File: src/rtl/inst_fetch_pkg.sv
// Shared definitions for the instruction fetch stage: widths, reset/NOP constants
// and the FIFO entry layout handed to decode.
package inst_fetch_pkg;

  localparam int          INST_ADDR_WIDTH  = 32;
  localparam int          INST_DATA_WIDTH  = 32;
  localparam int          ENTRY_WIDTH      = INST_ADDR_WIDTH + INST_DATA_WIDTH;
  localparam logic [31:0] DEFAULT_RESET_PC = 32'h0000_0000;
  localparam logic [31:0] NOP_INST         = 32'h0000_0000;

  typedef struct packed {
    logic [INST_ADDR_WIDTH-1:0] pc_plus4;
    logic [INST_DATA_WIDTH-1:0] inst;
  } fetch_entry_t;

  function automatic logic [INST_ADDR_WIDTH-1:0] align_word(input logic [INST_ADDR_WIDTH-1:0] addr);
    return addr & ~32'h3;
  endfunction

endpackage

File: src/rtl/inst_fetch_fifo.sv
// Synchronous instruction buffer between fetch and decode. Flush wins over push/pop;
// push and pop together while full is legal and leaves the count unchanged.
module inst_fetch_fifo #(
  parameter int WIDTH = 64,
  parameter int DEPTH = 2
) (
  input  logic                   clk,
  input  logic                   rst,
  input  logic                   push,
  input  logic                   pop,
  input  logic                   flush,
  input  logic [WIDTH-1:0]       din,
  output logic [WIDTH-1:0]       dout,
  output logic [$clog2(DEPTH):0] count,
  output logic                   full,
  output logic                   empty
);

  localparam int PTR_W = $clog2(DEPTH);
  localparam int CNT_W = PTR_W + 1;

  logic [WIDTH-1:0] mem_q [DEPTH];
  logic [WIDTH-1:0] mem_d [DEPTH];
  logic [PTR_W-1:0] wr_ptr_q, wr_ptr_d;
  logic [PTR_W-1:0] rd_ptr_q, rd_ptr_d;
  logic [CNT_W-1:0] count_q, count_d;

  always_comb begin
    mem_d    = mem_q;
    wr_ptr_d = wr_ptr_q;
    rd_ptr_d = rd_ptr_q;
    count_d  = count_q;
    if (flush) begin
      wr_ptr_d = '0;
      rd_ptr_d = '0;
      count_d  = '0;
    end else begin
      if (push) begin
        mem_d[wr_ptr_q] = din;
        wr_ptr_d        = wr_ptr_q + PTR_W'(1);
      end
      if (pop) begin
        rd_ptr_d = rd_ptr_q + PTR_W'(1);
      end
      count_d = count_q + CNT_W'(push) - CNT_W'(pop);
    end
  end

  always_ff @(posedge clk or negedge rst) begin
    if (!rst) begin
      wr_ptr_q <= '0;
      rd_ptr_q <= '0;
      count_q  <= '0;
      for (int i = 0; i < DEPTH; i++) mem_q[i] <= '0;
    end else begin
      wr_ptr_q <= wr_ptr_d;
      rd_ptr_q <= rd_ptr_d;
      count_q  <= count_d;
      mem_q    <= mem_d;
    end
  end

  assign dout  = mem_q[rd_ptr_q];
  assign count = count_q;
  assign full  = (count_q == CNT_W'(DEPTH));
  assign empty = (count_q == '0);

endmodule

File: src/rtl/inst_fetch.sv
// IF stage: owns the PC, issues credit-limited in-order fetches, tags each one with
// its pc+4, and buffers returned words for decode. Redirects flush and drop stale words.
module inst_fetch
  import inst_fetch_pkg::*;
#(
  parameter logic [31:0] RESET_PC   = DEFAULT_RESET_PC,
  parameter int          FIFO_DEPTH = 2
) (
  input  logic        clk,
  input  logic        rst,
  output logic        imem_req_valid,
  input  logic        imem_req_ready,
  output logic [31:0] imem_req_addr,
  input  logic        imem_rsp_valid,
  input  logic [31:0] imem_rsp_data,
  input  logic        redirect_valid,
  input  logic [31:0] redirect_pc,
  output logic        id_valid,
  input  logic        id_ready,
  output logic [31:0] pc_plus4,
  output logic [31:0] inst
);

  localparam int PTR_W = $clog2(FIFO_DEPTH);
  localparam int CNT_W = PTR_W + 1;

  logic [31:0]      pc_q, pc_d;
  logic [CNT_W-1:0] outstanding_q, outstanding_d;
  logic [CNT_W-1:0] drop_cnt_q, drop_cnt_d;
  logic [31:0]      tag_mem_q [FIFO_DEPTH];
  logic [31:0]      tag_mem_d [FIFO_DEPTH];
  logic [PTR_W-1:0] tag_wr_q, tag_wr_d;
  logic [PTR_W-1:0] tag_rd_q, tag_rd_d;

  logic             credit_ok;
  logic             req_fire;
  logic             rsp_live;
  logic             fifo_push;
  logic             fifo_pop;
  logic [CNT_W-1:0] fifo_count;
  logic             fifo_full;
  logic             fifo_empty;
  fetch_entry_t     fifo_din;
  fetch_entry_t     fifo_head;

  // Credit counts every in-flight fetch (stale ones too) plus buffered words, so a
  // response always finds room. Reset gates the request so nothing issues while held.
  always_comb begin
    credit_ok      = ({1'b0, outstanding_q} + {1'b0, fifo_count}) < (CNT_W+1)'(FIFO_DEPTH);
    imem_req_valid = rst && !redirect_valid && credit_ok;
    req_fire       = imem_req_valid && imem_req_ready;
    rsp_live       = imem_rsp_valid && !redirect_valid && (drop_cnt_q == '0);
    fifo_push      = rsp_live && (!fifo_full || fifo_pop);
    id_valid       = !fifo_empty && !redirect_valid;
    fifo_pop       = id_valid && id_ready;
    fifo_din       = '{pc_plus4: tag_mem_q[tag_rd_q], inst: imem_rsp_data};
    pc_plus4       = fifo_empty ? 32'h0    : fifo_head.pc_plus4;
    inst           = fifo_empty ? NOP_INST : fifo_head.inst;
    imem_req_addr  = pc_q;
  end

  always_comb begin
    pc_d          = pc_q;
    outstanding_d = outstanding_q + CNT_W'(req_fire) - CNT_W'(imem_rsp_valid);
    drop_cnt_d    = drop_cnt_q;
    tag_mem_d     = tag_mem_q;
    tag_wr_d      = tag_wr_q;
    tag_rd_d      = tag_rd_q;
    if (redirect_valid) begin
      // Everything still in flight becomes stale; drop_cnt_q is already a subset of it.
      pc_d       = align_word(redirect_pc);
      drop_cnt_d = outstanding_q - CNT_W'(imem_rsp_valid);
      tag_wr_d   = '0;
      tag_rd_d   = '0;
    end else begin
      if (req_fire) begin
        pc_d                = pc_q + 32'd4;
        tag_mem_d[tag_wr_q] = pc_q + 32'd4;
        tag_wr_d            = tag_wr_q + PTR_W'(1);
      end
      if (imem_rsp_valid && (drop_cnt_q != '0)) begin
        drop_cnt_d = drop_cnt_q - CNT_W'(1);
      end
      if (rsp_live) begin
        tag_rd_d = tag_rd_q + PTR_W'(1);
      end
    end
  end

  always_ff @(posedge clk or negedge rst) begin
    if (!rst) begin
      pc_q          <= RESET_PC;
      outstanding_q <= '0;
      drop_cnt_q    <= '0;
      tag_wr_q      <= '0;
      tag_rd_q      <= '0;
      for (int i = 0; i < FIFO_DEPTH; i++) tag_mem_q[i] <= '0;
    end else begin
      pc_q          <= pc_d;
      outstanding_q <= outstanding_d;
      drop_cnt_q    <= drop_cnt_d;
      tag_wr_q      <= tag_wr_d;
      tag_rd_q      <= tag_rd_d;
      tag_mem_q     <= tag_mem_d;
    end
  end

  inst_fetch_fifo #(
    .WIDTH (ENTRY_WIDTH),
    .DEPTH (FIFO_DEPTH)
  ) u_fetch_fifo (
    .clk   (clk),
    .rst   (rst),
    .push  (fifo_push),
    .pop   (fifo_pop),
    .flush (redirect_valid),
    .din   (fifo_din),
    .dout  (fifo_head),
    .count (fifo_count),
    .full  (fifo_full),
    .empty (fifo_empty)
  );

endmodule
File: config.mk
export PLATFORM = sky130hd
export DESIGN_NAME = inst_fetch
export DESIGN_NICKNAME = d
export VERILOG_FILES = /design/src/rtl/inst_fetch_pkg.sv /design/src/rtl/inst_fetch_fifo.sv /design/src/rtl/inst_fetch.sv
export SDC_FILE = /design/constraint.sdc
export NUM_CORES = 1
export LEC_CHECK = 0
export ABC_AREA = 1
export CORE_MARGIN = 1.5
export CORE_UTILIZATION = 30
export DETAILED_ROUTE_END_ITERATION = 8
export SLEW_MARGIN = 5
export SYNTH_ARGS = -nofsm -noshare
export SYNTH_HDL_FRONTEND = slang
export SYNTH_HIERARCHICAL = 1
export SYNTH_SLANG_ARGS = --single-unit
File: constraint.sdc
create_clock -name clk -period 2.5 [get_ports clk]
set_input_delay 0.75 -clock clk [delete_from_list [all_inputs] [get_ports clk]]
set_output_delay 0.75 -clock clk [all_outputs]
set_load 0.005 [all_outputs]
==> impl_metrics.ini, run 1 <==
[global_route]
grt_pass1_wl_um = 48500
grt_pass1_vias = 9333
track_usage = 0.145
grt_max_degree = 94
grt-ovfl-total = 0
antenna_found_initial = 0

[route]
first_pass_iters = 6
wl_um = 29800
drtIter0Drc = 505
drcViolationCount = 0
wl_per_cell_um = 13.7
vias_per_cell = 4.33
vias = 9400
ant_nets = 0

[cells_and_area]
insertedDiodeCount = 0
drive_above_1_share = 0.185
area_delta_synth_final_pct = 27.1
final_nets = 1703
final_area_um2 = 15200

[floorplan]
die_area_um2 = 41200
core_area_um2 = 39500
initial_utilization = 0.303
die_width_um = 203
die_h_um = 203
placementRows = 73
ios = 168

[timing]
hold_viol_final = 0
drv_slew = 0
clock_skew_ns = 0.0100
rsz0062_at_grt = true
slew_headroom = 0.414
fin_crit_ns = 2.86
setup_ws_ns = -0.359
period_share = 1.14
worstMarginPinSlew_ns = 0.878
setup_tns_ns = -7.42
finalSetupViolCount = 48
fmax_mhz = 350

[worst_setup_path]
rr_worst_depth = 12
cp_top_family = buffers and inverters
crit_chain = buf_12 -> mux2_2 -> inv_1 -> nor2_1 -> clkdlybuf4s50_1
r2r-start = u_fetch_fifo/count[0]
crit_start = u_fetch_fifo/rd_ptr_q
cp_max_fo = 19
rr_endpoint = tag_mem_q[36]
rrSetupSlack_ns = 0.15
critPathMaxStageDelay_ns = 0.47
worstPathRequired_ns = 1.75
arrival_ns = 2.11
start_kind = register
crit_slowest_cell = dfrtp_2
crit_buf_inv = 3
cp-end-kind = output pin
critPathKind = register to output pin

[logic_synthesis]
synth_edf_count = 0
synth-async-reset-ratio = 1.00
synth_area_per_cell_um2 = 8.24
synth.top_cell.area_share = 0.476
synth_area_um2 = 12000
yosysMostFrequentCell = nand2_1
netlist_instances = 1455
synth_warnings = 6
yosysSeqAreaShare = 0.476
yosysUniqueCellTypes = 36
synthTopCellsByCount = 524 x nand2_1, 228 x dfrtp_1, 195 x inv_1, 99 x nor2_1, 67 x o21ai_2
synth_seq_cells = 228
synth_largest_area_cell = dfrtp_1
synth_area_leaders = dfrtp_1 48%, nand2_1 16%, inv_1 6.1%
yosys_most_used_dff = dfrtp_1

[clocking]
clock-sinks = 228
cts_tree = built
hold_buffers = 0
insertion_delay_ns = 0.53
cts_max_path_buffers = 3
cts_max_level = 1
cts_buffers = 27
cts-root-buf = clkbuf_16
clkTransAtPathRegs_ns = 0.06

[min_path]
hold_class = input port to async pin

[pwr]
ir_drop_mv = 0.411
powerDensity_nw_per_um2 = 958
power_leakage_uw = 0.00778

[run_status]
violations = setup timing
status = complete, but fails checks

[place]
place_area_um2 = 14100
dp_hpwl_um = 19800
portBuffers = 163
gp_congestion = 0.838

[job]
drv_cap = 0
==> layer usage <==
metal,vias to the layer above,routed length [um],GRT usage
li1,4811,-,-
met1,4327,14500,0.205
met2,228,13200,0.230
met3,34,1650,0.0257
met4,0,453,0.0331
met5,-,0,0
==> stage by stage <==
stage	power (uW)	instances	hold WS, ns	setup slack [ns]	utilization
CTS	14600	2157	0.277	-0.431	0.381
finish	14600	2170	0.277	-0.359	0.385
global route	15700	2170	0.311	-0.452	0.385
global placement	10200	2103	0.453	-0.0877	0.356
floorplan	8630	1458	0.442	0.121	-
detailed placement	10300	2103	0.458	-0.0766	0.356
==> layout make-up <==
cell class | instances | area, um^2
Clock buffer | 41 | 788
Clock inverter | 8 | 146
Fill cell | 4093 | 24300
Inverter | 201 | 764
Multi-Input combinational cell | 961 | 5100
Sequential cell | 228 | 5710
Tap cell | 525 | 657
Timing Repair Buffer | 206 | 2070
==> cell families (layout without fill, tap and decap cells) <==
family | Yosys count | count (layout) | share of synthesized area
AO/OA/AOI/OAI | 179 | 179 | 0.0968
XOR/XNOR | 18 | 18 | 0.0138
adder cells (fa/ha/maj) | 8 | 8 | 0.00898
buffers and inverters | 269 | 456 | 0.109
flip-flops | 228 | 228 | 0.476
multiplexers | 64 | 64 | 0.0601
other | 1 | 4 | 0.000313
AND/OR/NAND/NOR | 688 | 688 | 0.235
==> layout by cell type, fill, tap and decap left out, drive strengths merged <==
cell type      count
a211oi             1
a21oi              5
and2               2
buf               51
bufbuf             1
bufinv             4
clkbuf            69
clkdlybuf4s15      5
clkdlybuf4s50    101
clkinv             3
clkinvlp           1
conb               4
dfrtp            228
dlygate4sd2        4
dlymetal6s2s      16
fa                 1
ha                 7
inv              201
mux2              64
nand2            528
nand3             43
nand3b             1
nor2             114
o211ai             4
o21ai            169
xnor2              5
xor2              13
==> what timing repair did <==
| item | CTS | global route |
|---|---|---|
| gates resized for setup | 68 | 109 |
| gates cloned | 2 | 3 |
| setup buffers | 3 | 10 |
| endpoints found under the setup margin | 66 | 66 |
| pin swaps | 2 | 5 |
==> worst max-delay path by stage <==
| stage | end | slack [ns] | cells after the start |
|---|---|---|---|
| detailed placement | imem_req_valid | -0.08 | 7 |
| global placement | imem_req_valid | -0.09 | 7 |
| finish | pc_plus4[8] | -0.36 | 5 |
| floorplan | u_fetch_fifo/mem_q[34] | 0.12 | 9 |
| global route | pc_plus4[1] | -0.45 | 5 |
| CTS | pc_plus4[4] | -0.43 | 5 |
==> report_power, final <==
group	switching, uW	internal (uW)	total [uW]
Sequential	722	4990	5710
Combinational	2500	2300	4800
Clock	1500	2570	4080
==> flip-flops by register name, indices dropped and copies added, names as in the netlist <==
name,count
outstanding_q,2
drop_cnt_q,2
tag_wr_q,1
imem_req_addr,30
tag_rd_q,1
u_fetch_fifo/wr_ptr_q,1
tag_mem_q,60
u_fetch_fifo/rd_ptr_q,1
u_fetch_fifo/count,2
u_fetch_fifo/mem_q,128
No activity file was read; power rests on OpenSTA's default activity.
==> inputs of run 2 (changes only) <==
- CTS_BUF_LIST: default -> sky130_fd_sc_hd__clkbuf_16
- HOLD_SLACK_MARGIN: default -> 0.03
==> run 2 against run 1 <==
Net effect: the run still ends with setup timing left; clock skew decreased by 0.0014 ns; highest routed layer unchanged; via count shrank 0.35%; largest cell class unchanged; die area unchanged; critical path type unchanged.
==> impl_metrics.ini, run 2 (synthesized netlist as in run 1, its figures left out) <==
[cells_and_area]
largest_register_ffs = 128
final_nets = 1703
final_cell_mix = 523 x nand2_1, 227 x dfrtp_1, 187 x inv_1
insertedDiodeCount = 0
final_area_um2 = 15200
fillers = 4103
final_common_cell = nand2_1
area_delta_synth_final_pct = 26.6
top_register = u_fetch_fifo/mem_q
drive_above_1_share = 0.182

[worst_setup_path]
crit_chain = clkbuf_16 -> mux2_2 -> inv_1 -> nor2_1 -> clkdlybuf4s50_1
rrSetupSlack_ns = 0.16
crit_slowest_cell = dfrtp_2
critPathKind = register to output pin
cp_max_fo = 16
critPathMaxStageDelay_ns = 0.48
arrival_ns = 2.12
start_kind = register
r2r-start = u_fetch_fifo/count[0]
worstPathRequired_ns = 1.75
crit_start = u_fetch_fifo/rd_ptr_q
cp-end-kind = output pin

[floorplan]
die_h_um = 203
core_area_um2 = 39500
initial_utilization = 0.303
die_area_um2 = 41200
placementRows = 73
ios = 168
die_width_um = 203

[timing]
fmax_mhz = 348
slew_headroom = 0.417
setup_tns_ns = -8.11
worstMarginPinSlew_ns = 0.874
hold_viol_final = 0
clock_skew_ns = 0.00860
fin_crit_ns = 2.87
period_share = 1.15
finalSetupViolCount = 57
drv_slew = 0
rsz0062_at_grt = true
setup_ws_ns = -0.373

[clocking]
cts_buffers = 27
clock-sinks = 228
cts-root-buf = clkbuf_16
clkTransAtPathRegs_ns = 0.06
cts_max_path_buffers = 3
cts_max_level = 1
insertion_delay_ns = 0.53
cts_tree = built
hold_buffers = 0

[route]
vias = 9367
drtIter0Drc = 528
vias_per_cell = 4.32
first_pass_iters = 5
wl_um = 29700
wl_per_cell_um = 13.7
drcViolationCount = 0
ant_nets = 0

[pwr]
switchingPower_uw = 4720
p_seq_frac = 0.397
combinationalPowerShare = 0.334
power_leakage_uw = 0.00778
internal-power_uw = 9640
pwr-share-clk = 0.268
powerDensity_nw_per_um2 = 947
power_uw = 14400
swShare = 0.329
ir_drop_mv = 0.410

[place]
dp_hpwl_um = 19800
place_ws_ns = -0.0766
gp_congestion = 0.838
portBuffers = 163
place_area_um2 = 14100

[min_path]
hold_class = input port to async pin

[global_route]
grt_pass1_wl_um = 48500
antenna_found_initial = 0
grt_max_degree = 94
track_usage = 0.144
grt-ovfl-total = 0
grt_pass1_vias = 9331

[run_status]
status = complete, but fails checks
violations = setup timing

[job]
drv_cap = 0
==> run 2: cell count changes in the layout (fill, tap and decap cells not counted) <==
cell / delta
clkbuf_1: -8
inv_1: +8
clkbuf_8: -6
clkinv_1: +6
==> run 2: power by group through the flow <==
stage / Combinational, uW / Sequential, uW / Clock [uW]
4_1_cts: 4710 / 5690 / 3990
3_5_place_dp: 4550 / 5740 / 0
2_1_floorplan: 3050 / 5590 / 0
3_3_place_gp: 4460 / 5690 / 0
6_report: 4800 / 5710 / 3850
5_1_grt: 5480 / 5880 / 4130
==> run 2: final timing paths <==
kind	to	depth (start not counted)
min	u_fetch_fifo/mem_q[32]	2
max in group asynchronous	u_fetch_fifo/rd_ptr_q	3
max	inst[10]	5
min reg2reg	tag_mem_q[8]	2
min in group clk	tag_mem_q[8]	2
max reg2reg	tag_mem_q[36]	12
==> run 2: metrics by stage <==
step / utilization / cells / hold WS (ns)
finish: 0.384 / 2170 / 0.276
global route: 0.384 / 2170 / 0.312
CTS: 0.380 / 2157 / 0.279
detailed placement: 0.356 / 2103 / 0.458
global placement: 0.356 / 2103 / 0.453
floorplan: - / 1458 / 0.442
==> run 2: area by class of cell <==
| type | count | area, um^2 | area share |
|---|---|---|---|
| Timing Repair Buffer | 206 | 2070 | 0.136 |
| Tap cell | 525 | 657 | 0.0433 |
| Multi-Input combinational cell | 961 | 5100 | 0.336 |
| Clock buffer | 27 | 676 | 0.0445 |
| Inverter | 201 | 764 | 0.0504 |
| Clock inverter | 22 | 199 | 0.0131 |
| Sequential cell | 228 | 5710 | 0.376 |
==> run 2: per-layer routing <==
metal,vias to the layer above,track usage,part of all wire
met5,-,0,0
met4,0,0.0331,0.015
met3,34,0.0260,0.055
met2,214,0.229,0.44
met1,4304,0.205,0.49
li1,4815,-,-
==> run 2: worst max-delay path: cells and delay by family, from the launching register on <==
family	cells	cell delay, ns
buffers and inverters	3	0.72
DFF	1	0.48
muxes	1	0.34
and+or+nand+nor	1	0.03
==> run 2: repair_timing <==
item	4_1_cts	5_1_grt
buffers inserted	3	10
setup endpoints to repair	66	66
pin swaps	2	5
resized for setup	68	109
cloned	2	3
